**config.mk**
```make
export PLATFORM = sky130hd
export DESIGN_NAME = shift_engine
export DESIGN_NICKNAME = d
export VERILOG_FILES = /design/src/rtl/shift_engine.sv
export SDC_FILE = /design/constraint.sdc
export NUM_CORES = 1
export LEC_CHECK = 0
export ABC_CLOCK_PERIOD_IN_PS = 3730
export BUFFER_PORTS_ARGS = -buffer_cell sky130_fd_sc_hd__buf_2
export CORE_ASPECT_RATIO = 0.8
export CORE_MARGIN = 8
export CORE_UTILIZATION = 29
export CTS_CLUSTER_DIAMETER = 30
export DETAILED_ROUTE_END_ITERATION = 6
export PLACE_DENSITY_LB_ADDON = 0.08
export SYNTH_ARGS = -nofsm -noshare
export SYNTH_HDL_FRONTEND = slang
export SYNTH_SLANG_ARGS = --single-unit
```
**constraint.sdc**
```tcl
create_clock -name clk -period 3.73 [get_ports clk]
set_input_delay 0.1865 -clock clk [delete_from_list [all_inputs] [get_ports clk]]
set_output_delay 0.1865 -clock clk [all_outputs]
set_load 0.02 [all_outputs]
```
**src/rtl/shift_engine.sv**
```systemverilog
// Parametrised multi-mode shift register (LSR/ASR/LSL, optional ROR) with busy/done handshake.
// Optional feature: define SHIFT_ENGINE_ROTATE_EN to make op 11 rotate right (otherwise it is LSR).
module shift_engine #(
    parameter int WIDTH = 8,
    parameter int CNT_W = 3
) (
    input  logic             clk,
    input  logic             reset_n,
    input  logic [WIDTH-1:0] load_val,
    input  logic             load_n,
    input  logic             start,
    input  logic [1:0]       op,
    input  logic [CNT_W-1:0] amount,
    output logic [WIDTH-1:0] q,
    output logic             busy,
    output logic             done
);

    typedef enum logic [1:0] {
        ST_IDLE  = 2'b00,
        ST_SHIFT = 2'b01,
        ST_DONE  = 2'b10
    } state_t;

    state_t           r_state;
    logic [WIDTH-1:0] r_q;
    logic [CNT_W-1:0] r_cnt;
    logic [1:0]       r_op;
    logic [WIDTH-1:0] w_q_step;

    // One single-bit step of the latched operation; ASR fills from the current MSB of q.
    always_comb begin
        w_q_step = r_q;
        case (r_op)
            2'b01:   w_q_step = {r_q[WIDTH-1], r_q[WIDTH-1:1]};
            2'b10:   w_q_step = {r_q[WIDTH-2:0], 1'b0};
`ifdef SHIFT_ENGINE_ROTATE_EN
            2'b11:   w_q_step = {r_q[0], r_q[WIDTH-1:1]};
`endif
            default: w_q_step = {1'b0, r_q[WIDTH-1:1]};
        endcase
    end

    // NOTE: state registers use non-blocking assignments so every flop samples pre-edge values.
    always_ff @(posedge clk or negedge reset_n) begin
        if (!reset_n) begin
            r_state <= ST_IDLE;
            r_q     <= '0;
            r_cnt   <= '0;
            r_op    <= 2'b00;
        end else begin
            case (r_state)
                ST_IDLE: begin
                    if (!load_n) begin
                        r_q <= load_val;
                    end else if (start) begin
                        r_op    <= op;
                        r_cnt   <= amount;
                        r_state <= ST_SHIFT;
                    end
                end
                ST_SHIFT: begin
                    if (r_cnt == '0) begin
                        r_state <= ST_DONE;
                    end else begin
                        r_q   <= w_q_step;
                        r_cnt <= r_cnt - 1'b1;
                    end
                end
                ST_DONE: r_state <= ST_IDLE;
                default: r_state <= ST_IDLE;
            endcase
        end
    end

    // Outputs come straight from flops or the state register, never from inputs.
    assign q    = r_q;
    assign busy = (r_state == ST_SHIFT);
    assign done = (r_state == ST_DONE);

endmodule

```
**After elaboration in Yosys (flattened, before gate mapping)**

Cells that the tools add are included.
W data, S select, Z words.

- Register bits: 15
- Input port bits: 17
- Output and inout port bits: 10

- $add $sub $neg: 1
- Eq/ne operators: 10
- Multiplexer cells: 12
- Reduce and logical (&&, ||, !) cells: 8

Operators by type and width:

| kind | count |
|---|---|
| $pmux W8 S2 | 2 |
| $mux W8 | 2 |
| $ne A2 B2 Y1 const B | 5 |
| $mux W3 | 3 |
| $reduce_and A3 Y1 | 3 |
| $reduce_and A4 Y1 | 2 |
| $mux W2 | 3 |
| $pmux W3 S2 | 1 |
| $eq A2 B1 Y1 const B | 2 |
| $eq A2 B2 Y1 const B | 2 |
| $pmux W2 S2 | 1 |
| $logic_not A3 Y1 | 1 |
| $sub A3 B1 Y3 const B | 1 |
| $logic_not A2 Y1 | 1 |
| $ne A2 B1 Y1 const B | 1 |
| $reduce_bool A2 Y1 | 1 |

**Logic depth before layout (Yosys ltp)**

- Word-level depth: 4
- Depth in mapped cells: 7

**Least setup slack after synthesis**

No wires, ideal clock.

- Path type: reg-to-reg
- Start point: reg r_op[0]
- End point: reg r_q[1] (netlist: q[1])
- Library setup time: 0.128 ns
- Arrival: 1.432 ns
- Data required time: 3.602 ns
- Path slack: 2.170 ns
- Cell stages (with the launch flop): 7
- Buffers on the path: 1
- Period minus slack after synthesis: 1.560 ns
- Cells stage by stage: dfrtp_1 > inv_1 > ha_1 > or2_2 > clkbuf_1 > a221oi_1 > o21ai_1

- Longest elaborated chain between the ends: 4
- Elaborated cells between the ends (all ways): 5
- Classes of those cells: eq/ne (2); mux (3)

RTL lines:

| element | line | RTL |
|---|---|---|
| start, declared | 28 | `logic [1:0] r_op;` |
| start signal, assigned | 57 | `r_op <= op;` |
| $eq A2 B2 Y1 / $eq A2 B1 Y1 (equally long branches) | 34 | `case (r_op)` |
| $pmux W8 S2 * | 34 |  |
| $mux W8 * | 63 | `if (r_cnt == '0) begin` |
| $pmux W8 S2 * | 52 | `case (r_state)` |
| end signal, assigned | 55 | `r_q <= load_val;` |
| end signal, assigned | 66 | `r_q <= w_q_step;` |
| end, declared | 26 | `logic [WIDTH-1:0] r_q;` |

Every way passes the cells marked *; elsewhere a longest branch is shown, timed or not. The select of a mux whose other input is x is not followed.
A chain may end at the register's enable or synchronous reset.

**Worst setup path after layout**

- Start point: reg r_state[1]
- End point: out busy

- Longest elaborated chain between the ends: 1

RTL lines:

| element | line | RTL |
|---|---|---|
| start, declared | 25 | `state_t r_state;` |
| start signal, assigned | 47 | `r_state <= ST_IDLE;` |
| start signal, assigned | 59 | `r_state <= ST_SHIFT;` |
| start signal, assigned | 64 | `r_state <= ST_DONE;` |
| $eq A2 B1 Y1 | 78 | `assign busy = (r_state == ST_SHIFT);` |
| end, declared | 15 | `output logic busy,` |

Every way passes these cells.

==> summary.txt <==
Worst setup path
  • Worst setup path category: reg -> out
  • Reg2Reg Depth: 6
  • R2R Path End: q[5]$_DFFE_PN0P_
  • CP startpoint kind: register
  • Req. time, crit path: approximately 3.5 ns
  • Reg2Reg Setup Slack: 2.07 ns
  • Worst setup path startpoint: r_state[1]$_DFFE_PN0P_
  • Worst r2r src: r_cnt[0]$_DFFE_PN0P_
  • CP max stage cell: dfrtp_1
  • Critical Path Fanout Max: 12
  • CP Cell Sequence: nand2b_1, inv_2, buf_2
  • WP buf/inv: 2
  • WP data arrival: around 1.6 ns
  • Slowest cell delay on critical path: 0.54 ns
  • Setup crit end kind: output port
  • Delay-heaviest family, CP: flip-flops

Floorplanning
  • Initial Util: 0.307
  • Core Region: 2770 sq um
  • Die Y-Extent: 64.4 microns
  • Rows: 17
  • Die area: 4920 sq um
  • Die X: 76.5 microns
  • IO Count: 27

Clock tree
  • Number of setup buffers added after CTS: 0
  • Clk sink count: 15
  • Clock tree buffer depth: 2
  • Clock transition at path regs: 0.11 ns
  • TritonCTS clock tree: yes
  • Root Driver: clkbuf_4
  • CTS H-tree lvls: 1
  • Worst-Skew Late Latency: 0.29 ns
  • Inserted Clock Buffers: 3

Finish
  • Final instance area: roughly 1000 sq um
  • Diode count: 0
  • Final nets: 141
  • Final core utilization: 0.375
  • Fillers: 300
  • Share of post-route cells with drive strength above 1: 0.297
  • Area Growth Syn to Fin: 22.3%

Synthesis
  • Most used DFF post-synth: dfrtp_1
  • Synthesized Nets: 114
  • Mean area per synthesized cell: 9.22 sq um
  • EDFF count, synth: 0
  • Post-synth cell types: 27
  • Yosys Warn Count: 0
  • Post-synthesis sequential area ratio: 0.442
  • Mapped Cells: 92
  • Async S/R FF share, synth: 1.00
  • Synthesized flop and latch total: 15
  • Synthesized cell area: 848 sq um

Pwr
  • Worst vdd rail ir drop: 0.331 mV
  • Total leakage power: about 0.00049 uW
  • PwrDens: 928 nW/um^2

Global route
  • First-pass GRT wire length: 3790 microns
  • Initial antenna violation count: 0
  • Vias in the first global route: 791
  • Pin count of the biggest net entering global routing: 16
  • GRT Util Overall: 0.0947
  • Gr ovfl total: 0

Routing
  • Drt total wl: between 2000 and 2500 microns
  • DR vias: 748
  • Drt drc: 0
  • Via density: between 4 and 5
  • Final ANT Viol Nets: 0
  • DRT iter0 DRCs: 35
  • Wire per inst: 14.2 microns
  • Initial DRT Pass Iterations: 4

Placed design
  • PortBufs: 26
  • Hpwl dp: 1690 microns
  • Pre-CTS setup slack: 2.11 ns
  • Post-Place Cell Area: 1000 sq um
  • RD Place Congestion: 0.756

Timing
  • Post-route setup TNS: 0 ns
  • Fin. Hold Viols: 0
  • Period utilization: 0.486
  • Fmax: 551 MHz
  • Worst setup margin: roughly 1.9 ns
  • Slew @ Worst Pin: roughly 0.41 ns
  • Final Setup Violations: 0
  • Crit path time final: 1.81 ns
  • Worst clock skew: 0.0148 ns
  • Worst relative slew slack: 0.727
  • RSZ-0062 raised after global routing: false
  • Final Slew Violations: 0

Job
  • Max cap viols: 0

Min path
  • Min-Delay Path Depth: 3
  • Worst Hold Launch: op[0]
  • Worst Hold End: r_op[0]$_DFFE_PN0P_
  • Worst Hold Class: in -> reg

Status
  • Status: complete, no violations
-- state kept, by name, indices dropped and copies added, names as in the netlist --
register	cells
r_state	2
q	8
r_op	2
r_cnt	3
-- metrics by stage --
step                      hold WS [ns]  std cells  power (uW)
after floorplan                 -0.109         92         737
after detailed placement         0.124        151         868
final                            0.118        156         963
after global routing             0.112        156        1060
after global placement           0.126        151         869
after CTS                        0.105        156         973
-- logic make-up (layout without fill, tap and decap cells) --
family                   Yosys count  after routing  share of synthesized area
buffers and inverters             10             36                     0.0531
flip-flops                        15             15                      0.442
adder cells (fa/ha/maj)            5              5                     0.0737
AND/OR/NAND/NOR                   30             30                      0.190
multiplexers                       1              1                     0.0118
AO/OA/AOI/OAI                     31             31                      0.229
-- layer usage --
layer,share of wire,vias up,wire length (microns),GRT usage
met1,0.48,340,1070,0.118
met3,0.061,2,134,0.0405
li1,-,386,-,-
met2,0.45,20,988,0.148
met5,0,-,0,0
met4,0.0081,0,18,0.0215
-- cells in the final DEF (no fill, tap or decap), types with 2 or more instances in the layout --
cell type   n
o21ai_1    14
nor2_1      5
nand2_1    12
inv_1       4
buf_2      26
nor2b_1     3
o22a_1      2
nand3b_1    2
a221oi_1    6
clkbuf_4    3
ha_1        5
a21oi_1     5
dfrtp_1    15
nand2b_1    2
-- worst max path at each step --
| stage | end | slack, ns | cells after the start |
|---|---|---|---|
| after floorplan | q[1]$_DFFE_PN0P_ | 2.17 | 6 |
| after CTS | busy | 1.90 | 3 |
| final | busy | 1.92 | 3 |
| after detailed placement | q[5]$_DFFE_PN0P_ | 2.11 | 6 |
| after global placement | q[5]$_DFFE_PN0P_ | 2.09 | 5 |
| after global routing | busy | 1.73 | 3 |
-- what timing repair did --
action	in CTS	in global routing
hold endpoints to repair	15	0
resized for setup	0	0
hold buffers	1	0
-- area by class of cell --
class,count,area (sq um),area share
inverters,5,18.8,0.0181
clock buffers,3,22.5,0.0217
multi-input cells,67,428,0.413
flip-flops and latches,15,375,0.362
clock inverters,1,5.00,0.00483
repair buffers,27,140,0.135
well taps,38,47.5,0.0458
-- where the power goes --
group | total [uW] | switching [uW] | leakage [uW] | internal (uW)
sequential | 324 | 78.0 | 0.000180 | 246
clock | 96.9 | 57.1 | 0.0000177 | 39.8
combinational | 541 | 331 | 0.000291 | 210
total | 963 | 466 | 0.000489 | 496
-- worst reg2reg max path, cell delays in order, from the launching register on --
cell and delay [ns]:
dfrtp_1 0.36, inv_1 0.08, ha_1 0.23, and3b_4 0.21, or3_1 0.47, nand2_1 0.11, o21ai_1 0.08
-- synthesized netlist by cell type (all sizes together) (2+ instances only) --
master	count	area [sq um]
nand2	12	45.0
nor2	5	18.8
inv	5	18.8
o21ai	15	75.1
nand3b	2	15.0
a221oi	6	52.6
dfrtp	15	375
buf	4	22.5
nand2b	2	12.5
nor2b	3	18.8
a21oi	6	33.8
nor3	2	21.3
ha	5	62.6
o22a	2	17.5
Power figures use the tool's default switching activity.
